--- src/rtl/mem_wb_elastic_pkg.sv ---
// Shared definitions for the elastic MEM->WB pipeline register: NOP encodings,
// write-enable constants and payload width helpers.
package mem_wb_elastic_pkg;

    localparam int unsigned NOP_REG_ADDR = 0;
    localparam int unsigned ZERO_WORD    = 0;

    localparam logic WE_ON  = 1'b1;
    localparam logic WE_OFF = 1'b0;

    // Per-lane field is {wreg, wdata, wd}; HI/LO adds {whilo, hi, lo} once.
    function automatic int lane_field_w(input int addr_w, input int data_w);
        return addr_w + data_w + 1;
    endfunction

    function automatic int payload_w(input int lanes, input int addr_w, input int data_w);
        return lanes * lane_field_w(addr_w, data_w) + 2 * data_w + 1;
    endfunction

endpackage

--- src/rtl/mem_wb_elastic_wb_skid_slot.sv ---
// One storage entry of the elastic register: a valid bit plus a flat payload.
// Clear wins over load so a flush always empties the entry.
module wb_skid_slot #(
    parameter int PAY_W = 8
) (
    input  logic             clk,
    input  logic             rst,
    input  logic             load_i,
    input  logic             clear_i,
    input  logic [PAY_W-1:0] data_i,
    output logic             valid_o,
    output logic [PAY_W-1:0] data_o
);

    logic             valid_q;
    logic [PAY_W-1:0] data_q;

    always_ff @(posedge clk) begin
        if (rst) begin
            valid_q <= 1'b0;
            data_q  <= '0;
        end else if (clear_i) begin
            valid_q <= 1'b0;
        end else if (load_i) begin
            valid_q <= 1'b1;
            data_q  <= data_i;
        end
    end

    assign valid_o = valid_q;
    assign data_o  = data_q;

endmodule

--- src/rtl/mem_wb_elastic.sv ---
// MEM->WB pipeline register with valid/ready handshake, 2-entry skid buffer,
// synchronous flush and a saturating writeback-stall counter.
module mem_wb_elastic
    import mem_wb_elastic_pkg::*;
#(
    parameter int DATA_W = 32,
    parameter int ADDR_W = 5,
    parameter int LANES  = 1,
    parameter int CNT_W  = 16
) (
    input  logic                    clk,
    input  logic                    rst,
    input  logic                    flush,
    input  logic                    in_valid,
    output logic                    in_ready,
    input  logic [LANES*ADDR_W-1:0] in_wd,
    input  logic [LANES*DATA_W-1:0] in_wdata,
    input  logic [LANES-1:0]        in_wreg,
    input  logic [DATA_W-1:0]       in_hi,
    input  logic [DATA_W-1:0]       in_lo,
    input  logic                    in_whilo,
    output logic                    out_valid,
    input  logic                    out_ready,
    output logic [LANES*ADDR_W-1:0] wb_wd,
    output logic [LANES*DATA_W-1:0] wb_wdata,
    output logic [LANES-1:0]        wb_wreg,
    output logic [DATA_W-1:0]       wb_hi,
    output logic [DATA_W-1:0]       wb_lo,
    output logic                    wb_whilo,
    output logic [CNT_W-1:0]        stall_cnt
);

    localparam int PAY_W = payload_w(LANES, ADDR_W, DATA_W);

    logic             main_valid, skid_valid;
    logic [PAY_W-1:0] main_data, skid_data, in_data, main_load_data;
    logic             main_load, main_clear, main_src_skid;
    logic             skid_load, skid_clear;
    logic             accept, retire;

    logic [LANES*ADDR_W-1:0] main_wd;
    logic [LANES*DATA_W-1:0] main_wdata;
    logic [LANES-1:0]        main_wreg;
    logic [DATA_W-1:0]       main_hi, main_lo;
    logic                    main_whilo;

    logic [CNT_W-1:0] stall_cnt_q, stall_cnt_d;

    assign in_ready  = !skid_valid && !rst;
    assign out_valid = main_valid;
    assign accept    = in_valid && in_ready;
    assign retire    = main_valid && out_ready;

    assign in_data        = {in_whilo, in_hi, in_lo, in_wreg, in_wdata, in_wd};
    assign main_load_data = main_src_skid ? skid_data : in_data;

    // The skid only fills while main is full, so main is never empty with skid valid.
    always_comb begin
        main_load     = 1'b0;
        main_clear    = 1'b0;
        main_src_skid = 1'b0;
        skid_load     = 1'b0;
        skid_clear    = 1'b0;
        if (flush) begin
            main_clear = 1'b1;
            skid_clear = 1'b1;
        end else if (!main_valid) begin
            main_load = accept;
        end else if (retire) begin
            if (skid_valid) begin
                main_load     = 1'b1;
                main_src_skid = 1'b1;
                skid_clear    = 1'b1;
            end else if (accept) begin
                main_load = 1'b1;
            end else begin
                main_clear = 1'b1;
            end
        end else begin
            skid_load = accept;
        end
    end

    wb_skid_slot #(.PAY_W(PAY_W)) u_main (
        .clk     (clk),
        .rst     (rst),
        .load_i  (main_load),
        .clear_i (main_clear),
        .data_i  (main_load_data),
        .valid_o (main_valid),
        .data_o  (main_data)
    );

    wb_skid_slot #(.PAY_W(PAY_W)) u_skid (
        .clk     (clk),
        .rst     (rst),
        .load_i  (skid_load),
        .clear_i (skid_clear),
        .data_i  (in_data),
        .valid_o (skid_valid),
        .data_o  (skid_data)
    );

    assign {main_whilo, main_hi, main_lo, main_wreg, main_wdata, main_wd} = main_data;

    // An empty stage presents a NOP: register 0, zero data, all enables off.
    assign wb_wd    = main_valid ? main_wd    : {LANES{ADDR_W'(NOP_REG_ADDR)}};
    assign wb_wdata = main_valid ? main_wdata : {LANES{DATA_W'(ZERO_WORD)}};
    assign wb_hi    = main_valid ? main_hi    : DATA_W'(ZERO_WORD);
    assign wb_lo    = main_valid ? main_lo    : DATA_W'(ZERO_WORD);
    assign wb_wreg  = main_valid ? main_wreg  : {LANES{WE_OFF}};
    assign wb_whilo = main_valid ? main_whilo : WE_OFF;

    always_comb begin
        stall_cnt_d = stall_cnt_q;
        if (main_valid && !out_ready && (stall_cnt_q != {CNT_W{1'b1}})) begin
            stall_cnt_d = stall_cnt_q + 1'b1;
        end
    end

    // Flush deliberately leaves the counter alone; only reset clears it.
    always_ff @(posedge clk) begin
        if (rst) begin
            stall_cnt_q <= '0;
        end else begin
            stall_cnt_q <= stall_cnt_d;
        end
    end

    assign stall_cnt = stall_cnt_q;

endmodule

--- config.mk ---
export PLATFORM = sky130hd
export DESIGN_NAME = mem_wb_elastic
export DESIGN_NICKNAME = d
export VERILOG_FILES = /design/src/rtl/mem_wb_elastic_pkg.sv /design/src/rtl/mem_wb_elastic_wb_skid_slot.sv /design/src/rtl/mem_wb_elastic.sv
export SDC_FILE = /design/constraint.sdc
export NUM_CORES = 1
export LEC_CHECK = 0
export ABC_AREA = 0
export BUFFER_PORTS_ARGS = -buffer_cell sky130_fd_sc_hd__buf_2
export CAP_MARGIN = 20
export CELL_PAD_IN_SITES_DETAIL_PLACEMENT = 0
export CELL_PAD_IN_SITES_GLOBAL_PLACEMENT = 1
export CORE_ASPECT_RATIO = 1.75
export CORE_MARGIN = 2
export CORE_UTILIZATION = 40
export CTS_CLUSTER_DIAMETER = 120
export DETAILED_ROUTE_END_ITERATION = 10
export GPL_TIMING_DRIVEN = 0
export HOLD_SLACK_MARGIN = 0.05
export PLACE_DENSITY_LB_ADDON = 0.1
export REMOVE_ABC_BUFFERS = 1
export SLEW_MARGIN = 20
export SYNTH_ARGS = -nofsm -noshare
export SYNTH_HDL_FRONTEND = slang
export SYNTH_SLANG_ARGS = --single-unit
--- constraint.sdc ---
create_clock -name clk -period 1.93 [get_ports clk]
set_input_delay 0.2895 -clock clk [delete_from_list [all_inputs] [get_ports clk]]
set_output_delay 0.2895 -clock clk [all_outputs]
set_load 0.01 [all_outputs]
==> results of run 1 <==
per-stage QoR:
step / TNS, ns / hold WS (ns)
6_report: 0 / 0.120
5_1_grt: -0.487 / 0.110
4_1_cts: 0 / 0.0937
3_5_place_dp: -208.99 / 0.446
3_3_place_gp: -3209.45 / 0.440
2_1_floorplan: -1479.34 / 0.359
area by class of cell:
| class | instances | area share |
|---|---|---|
| multi-input combinational | 810 | 0.352 |
| sequential | 224 | 0.324 |
| timing repair buffer | 415 | 0.239 |
| clock buffer | 31 | 0.0466 |
| tap | 308 | 0.0278 |
| clock inverter | 7 | 0.00976 |
| inverter | 2 | 0.000542 |
registers in the layout, summed over array words and instances (netlist names):
name            count
u_main.data_o     103
u_skid.data_o     103
stall_cnt          16
u_main.valid_o      1
u_skid.valid_o      1
routing by layer:
layer  global-route usage  wire length (um)  vias up  share of wire
li1                     -                 -     4566              -
met3               0.0366              1320       47          0.045
met1                0.252             11800     4242           0.41
met5                    0                 0        -              0
met4               0.0666               720        0          0.025
met2                0.385             15300      196           0.52
path summary, 6_finish.rpt:
path	end	slack (ns)	cells past startpoint
worst min register to register	u_skid.data_o[42]$_SDFFE_PP0P_	0.45	2
worst min-delay path	u_main.valid_o$_SDFFE_PP0P_	0.12	2
worst max register to register	u_main.data_o[54]$_SDFFE_PP0P_	0.02	7
worst max-delay path	u_main.data_o[54]$_SDFFE_PP0P_	0.02	7
layout by cell type, fill, tap and decap left out, types with 3 or more instances in the layout:
cell type	n
a211oi_1	88
a211oi_2	16
a21oi_1	115
and2_1	100
and2_4	3
and3_1	3
buf_12	13
buf_16	4
buf_2	232
buf_4	29
buf_6	21
buf_8	3
bufinv_16	4
clkbuf_1	4
clkbuf_16	31
clkbuf_8	4
clkinv_2	3
dfxtp_1	222
dlygate4sd3_1	103
mux2i_1	103
nand2_1	212
nand3_1	5
nand4_1	6
nor2_1	97
nor2_2	11
nor2b_1	3
o21ai_0	5
o31ai_1	8
or3_1	3
or4_1	8
where the power goes:
group	leakage, nW	switching, mW	internal [mW]	total [mW]
sequential	1.82	0.0599	4.75	4.81
combinational	4.05	0.474	0.518	0.992
clock	0.385	1.83	2.86	4.68
total	6.25	2.36	8.13	10.5
critical path, stage by stage, from the launching register on:
cell and delay [ns]:
dfxtp_4 0.36, or3b_4 0.38, a211oi_4 0.34, buf_6 0.21
buf_12 0.15, clkbuf_16 0.15, nor2_1 0.04, a211oi_1 0.17
synth_stat cells:
| master | instances | area share |
|---|---|---|
| o21ai_0 | 5 | 0.0026 |
| buf_2 | 30 | 0.016 |
| xor2_1 | 1 | 0.00091 |
| and4_1 | 2 | 0.0018 |
| or3b_1 | 1 | 0.00091 |
| or3_1 | 3 | 0.0020 |
| a21oi_1 | 115 | 0.060 |
| dfxtp_1 | 224 | 0.47 |
| o31ai_1 | 8 | 0.0063 |
| and2_1 | 103 | 0.067 |
| o2111ai_1 | 1 | 0.00091 |
| buf_4 | 5 | 0.0039 |
| a211oi_2 | 1 | 0.0013 |
| ha_1 | 1 | 0.0013 |
| nand2_1 | 212 | 0.083 |
| inv_1 | 2 | 0.00078 |
| clkbuf_1 | 61 | 0.024 |
| nand4_1 | 6 | 0.0039 |
| nor3_1 | 1 | 0.00052 |
| a2111oi_0 | 1 | 0.00091 |
| buf_1 | 1 | 0.00039 |
| or4_1 | 9 | 0.0070 |
| nand4b_1 | 1 | 0.00091 |
| nand2b_1 | 2 | 0.0013 |
| a211oi_1 | 104 | 0.081 |
| nor2_1 | 108 | 0.042 |
| nor4_1 | 5 | 0.0033 |
| and3_1 | 3 | 0.0020 |
| mux2i_1 | 103 | 0.11 |
| nand3_1 | 5 | 0.0026 |
| mux2_2 | 2 | 0.0023 |
| nor2b_1 | 4 | 0.0026 |
| nand3b_1 | 1 | 0.00078 |
repair_timing:
item                       4_1_cts  5_1_grt
hold buffers                   103        0
pin swaps                        4       22
setup endpoints to repair      325      117
hold endpoints to repair       103        0
gates resized for setup         24       52
setup buffers                   17       18
cloned                           3        9
kinds of logic after synthesis:
| group | synth area share |
|---|---|
| adder cells (fa/ha/maj) | 0.00130 |
| multiplexers | 0.110 |
| AND/OR/NAND/NOR | 0.222 |
| flip-flops | 0.468 |
| AO/OA/AOI/OAI | 0.153 |
| buffers and inverters | 0.0446 |
| XOR/XNOR | 0.000914 |
==> reports/metrics.csv, run 1 <==
stage;metric;value;unit
floorplan;start_util;0.404;
synth;ys_types;33;
sta;hold_viol_final;0;
setup_path;required;2.36;ns
layout;nNetsFinal;1585;
clock_tree;clock-root-buffer;clkbuf_16;
sta;skew;0.00872;ns
worst_hold_path;hold_class;input port to register;
placed_design;place.detailed.hpwl;17.2;mm
floorplan;die_x;121;um
run_status;status;finished, final reports clean;
global_route;grtUsageTotal;0.213;
job;drv_cap;0;
clock_tree;path_clk_slew;0.06;ns
sta;slew_viol_final;0;
synth;synth-seq-area-share;0.468;
placed_design;placedInstanceArea;0.0112;sq mm
global_route;antenna_found_initial;1;
sta;period_needed;1.91;ns
sta;worst_slew_pin_slew;0.593;ns
setup_path;setup.worst_path.class;register to register;
sta;setup_ws;0.0172;ns
floorplan;fp.dieH;209;um
sta;setup_viol;0;
layout;syn2layout_area_growth;44.4;%
route;dr.pass1.iters;4;
route;drc;0;
setup_path;cp.arrival;2.34;ns
clock_tree;cts_buffers;23;
placed_design;post-place-ws;-1.48;ns
route;viasPerCell;5.04;
global_route;grt_max_degree;118;
synth;ys_warn_count;0;
sta;fmax;0.523;GHz
setup_path;r2r-start;u_skid.valid_o$_SDFFE_PP0P_;
clock_tree;tritoncts;done;
route;ant_nets;0;
global_route;grt_pass1_wl;43.7;mm
layout;seqCellArea;0.00449;sq mm
pwr;power.total;10.5;mW
sta;rsz0062_at_grt;true;
synth;syn_area;0.00959;sq mm
placed_design;gp_congestion;0.723;
route;vias;9051;
synth;syn_inst;1131;
pwr;power_density;758;mW/mm^2
floorplan;rows;75;
layout;fillCellCount;2202;
layout;final_area;0.0138;sq mm
layout;fin_cells;1797;
placed_design;io_buffers;228;
layout;multi_input_area;0.00488;sq mm
worst_hold_path;holdCritStartpoint;flush;
pwr;p_leak;6.25;nW
floorplan;dieArea;0.0253;sq mm
clock_tree;cts.sinks;224;
layout;antenna_cells;0;
route;wl_per_cell;16.2;um
sta;min_period_over_period;0.991;
floorplan;core_area;0.0237;sq mm
floorplan;io_pins;229;
route;drt-total-wl;29.1;mm
global_route;grt_remaining_overflow;0;
clock_tree;clk_latency;0.51;ns
clock_tree;clk_path_buf_depth;3;
synth;syn_avg_cell_area;8.48;sq um
synth;ys_ff_latch;224;
global_route;grt_pass1_vias;8429;
layout;drive_gt1_frac;0.263;
route;drt_iter0_markers;435;
placed_design;placed_cells;1618;
setup_path;cp-start-kind;register;
setup_path;end_kind;register;
sta;slew_headroom;0.605;
clock_tree;cts_max_level;1;
layout;fin_util;0.583;
setup_path;critPathLaunch;u_skid.valid_o$_SDFFE_PP0P_;
setup_path;path_max_fanout;6;
pwr;peakVddDrop;0.672;mV
(Power assumes the default switching activity.)
==> run 2: changes to the inputs <==
--- a/config.mk
+++ b/config.mk
@@ -7,17 +7,16 @@
 export LEC_CHECK = 0
 export ABC_AREA = 0
 export BUFFER_PORTS_ARGS = -buffer_cell sky130_fd_sc_hd__buf_2
-export CAP_MARGIN = 20
-export CELL_PAD_IN_SITES_DETAIL_PLACEMENT = 0
-export CELL_PAD_IN_SITES_GLOBAL_PLACEMENT = 1
+export CAP_MARGIN = 30
 export CORE_ASPECT_RATIO = 1.75
 export CORE_MARGIN = 2
-export CORE_UTILIZATION = 40
+export CORE_UTILIZATION = 44
 export CTS_CLUSTER_DIAMETER = 120
 export DETAILED_ROUTE_END_ITERATION = 10
+export GPL_ROUTABILITY_DRIVEN = 0
 export GPL_TIMING_DRIVEN = 0
 export HOLD_SLACK_MARGIN = 0.05
-export PLACE_DENSITY_LB_ADDON = 0.1
+export PLACE_DENSITY = 0.68
 export REMOVE_ABC_BUFFERS = 1
 export SLEW_MARGIN = 20
 export SYNTH_ARGS = -nofsm -noshare
==> run 2 against run 1 <==
The run now ends with setup timing left. Cell area increased by 0.80%. First-iteration DRC count increased by 55%. Clock power decreased by 9.0%. Critical endpoint is now u_main.data_o[94]$_SDFFE_PP0P_. Register-to-register slack got worse by 0.03 ns. Sequential power about the same. Combinational power increased by 6%. Clock-buffer cell count increased by 1. Core utilization increased by 6.9 points. Die area decreased by 8.9%. Wire length increased by 7.7%. Sequential share of layout area decreased by 0.26 points. Worst setup slack got worse by 0.029 ns.
==> reports/metrics.csv, run 2 (synthesis results as in run 1) <==
stage;metric;value;unit;change
setup_path;path_buf_inv;5;;was 3
layout;nNetsFinal;1592;;was 1585
clock_tree;path_clk_slew;0.06;ns;about the same
floorplan;start_util;0.448;;was 0.404
sta;setup_ws;-0.0117;ns;was 0.0172 ns
layout;fillCellCount;1696;;was 2202
global_route;grt_remaining_overflow;0;;unchanged
clock_tree;cts.sinks;224;;unchanged
route;drt_iter0_markers;676;;was 435
route;dr.pass1.iters;5;;was 4
pwr;power_frac_comb;0.104;;was 0.095
run_status;status;finished, violations left;;was finished, final reports clean
sta;fin_hold_ws;0.217;ns;was 0.120 ns
sta;rsz0062_at_grt;true;;unchanged
floorplan;io_pins;229;;unchanged
worst_hold_path;hold_class;input port to register;;unchanged
floorplan;rows;71;;was 75
layout;drive_gt1_frac;0.265;;was 0.263
pwr;p_clk_frac;0.421;;was 0.447
floorplan;core_area;0.0214;sq mm;was 0.0237 sq mm
route;wl_per_cell;17.5;um;was 16.2 um
floorplan;fp.dieH;199;um;was 209 um
sta;fmax;0.515;GHz;was 0.523 GHz
route;vias;9482;;was 9051
placed_design;post-place-ws;-1.29;ns;was -1.48 ns
sta;worst_slew_pin_slew;0.945;ns;was 0.593 ns
sta;hold_viol_final;0;;unchanged
clock_tree;cts_max_level;1;;unchanged
clock_tree;clock-root-buffer;clkbuf_16;;unchanged
sta;skew;0.00787;ns;was 0.00872 ns
route;drt-total-wl;31.4;mm;was 29.1 mm
sta;setup_viol;1;;was 0
layout;antenna_cells;0;;unchanged
layout;layout_commonest_cell;buf_2;;unchanged
setup_path;cp.arrival;2.32;ns;was 2.34 ns
global_route;grt_max_degree;118;;unchanged
global_route;grt_pass1_wl;44.7;mm;was 43.7 mm
sta;slew_viol_final;0;;unchanged
setup_path;end_kind;register;;unchanged
placed_design;io_buffers;228;;unchanged
pwr;intPower;7.71;mW;was 8.13 mW
setup_path;critPathSlowestCell;dfxtp_4;;was or3b_4
clock_tree;clk_latency;0.51;ns;about the same
pwr;power_density;726;mW/mm^2;was 758 mW/mm^2
floorplan;dieArea;0.0230;sq mm;was 0.0253 sq mm
clock_tree;clk_path_buf_depth;3;;unchanged
sta;min_period_over_period;1.01;;was 0.991
layout;syn2layout_area_growth;45.5;%;was 44.4%
sta;slew_headroom;0.354;;was 0.605
job;drv_cap;0;;unchanged
setup_path;cp-start-kind;register;;unchanged
placed_design;place.detailed.hpwl;17.1;mm;was 17.2 mm
route;viasPerCell;5.30;;was 5.04
pwr;peakVddDrop;0.831;mV;was 0.672 mV
layout;seqCellArea;0.00449;sq mm;unchanged
clock_tree;tritoncts;done;;unchanged
route;ant_nets;0;;unchanged
pwr;seq_power_share;0.475;;was 0.459
global_route;grtUsageTotal;0.243;;was 0.213
setup_path;crit_path_frequent_cell;buf_4;;
pwr;switching_share;0.238;;was 0.225
pwr;p_leak;6.29;nW;was 6.25 nW
clock_tree;cts_buffers;22;;was 23
setup_path;max_stage_delay;0.38;ns;about the same
route;drc;0;;unchanged
setup_path;path_cells;buf_16, nand4b_1, buf_4, buf_4, buf_8, buf_6, mux2i_1, a211oi_2;;was or3b_4, a211oi_4, buf_6, buf_12, clkbuf_16, nor2_1, a211oi_1
sta;period_needed;1.94;ns;was 1.91 ns
pwr;p_sw;2.41;mW;was 2.36 mW
setup_path;required;2.31;ns;was 2.36 ns
setup_path;setup.worst_path.class;register to register;;unchanged
global_route;grt_pass1_vias;8742;;was 8429
setup_path;path_max_fanout;9;;was 6
floorplan;die_x;116;um;was 121 um
layout;final_cell_mix;229 x buf_2, 222 x dfxtp_1, 212 x nand2_1;;was 232 x buf_2, 222 x dfxtp_1, 212 x nand2_1
run_status;violations;setup timing;;
global_route;antenna_found_initial;0;;was 1
setup_path;crit_family;buffers and inverters;;was compound AO/OA/AOI/OAI gates
layout;multi_input_area;0.00490;sq mm;was 0.00488 sq mm
==> run 2: what timing repair did <==
item / CTS / global route
endpoints found under the hold margin: 103 / 0
pin swaps: 8 / 18
hold buffers: 103 / 0
cloned: 6 / 11
gates resized for setup: 32 / 55
setup buffers: 17 / 17
endpoints found under the setup margin: 287 / 103
==> run 2: power by group through the flow <==
stage	clock network [mW]	logic, mW	registers [mW]
after floorplan	0	0.337	4.91
after global placement	0	0.648	4.94
after detailed placement	0	0.657	4.92
after CTS	4.37	0.914	4.81
after global routing	4.53	1.13	4.82
final	4.26	1.05	4.81
==> run 2: stage by stage <==
step / power (mW) / instance area, sq um / std cells / util / setup TNS [ns]
after global routing: 10.5 / 14000 / 1789 / 0.652 / -0.749
after global placement: 5.58 / 10700 / 1554 / 0.499 / -3101.35
after detailed placement: 5.58 / 11200 / 1601 / 0.525 / -186.48
after floorplan: 5.25 / 9170 / 1034 / - / -1479.34
after CTS: 10.1 / 13300 / 1763 / 0.622 / -0.0686
final: 10.1 / 14000 / 1789 / 0.652 / -0.0117
==> run 2: worst paths after layout <==
check                            startpoint  slack, ns  cells past startpoint                        endpoint
max             u_main.valid_o$_SDFFE_PP0P_      -0.01                      8  u_main.data_o[94]$_SDFFE_PP0P_
min reg2reg  u_skid.data_o[10]$_SDFFE_PP0P_       0.45                      2  u_skid.data_o[10]$_SDFFE_PP0P_
max reg2reg     u_main.valid_o$_SDFFE_PP0P_      -0.01                      8  u_main.data_o[94]$_SDFFE_PP0P_
min                                in_valid       0.22                      3     u_main.valid_o$_SDFFE_PP0P_
==> run 2: layer usage <==
| layer | global-route usage | wire (um) | vias to the layer above |
|---|---|---|---|
| li1 | - | - | 4583 |
| met1 | 0.289 | 12700 | 4497 |
| met2 | 0.430 | 15700 | 326 |
| met3 | 0.0343 | 1730 | 76 |
| met4 | 0.104 | 1230 | 0 |
| met5 | 0 | 0 | - |
==> run 2: final cells by class <==
class / count / share of cell area
multi-input combinational: 811 / 0.351
tap: 292 / 0.0262
clock buffer: 32 / 0.0481
clock inverter: 6 / 0.00278
sequential: 224 / 0.322
timing repair buffer: 422 / 0.249
inverter: 2 / 0.000538
==> run 2: tightest hold or removal path, cell delays in order <==
cell	delay (ns)
buf_2	0.13
nand2b_4	0.15
a211oi_1	0.10
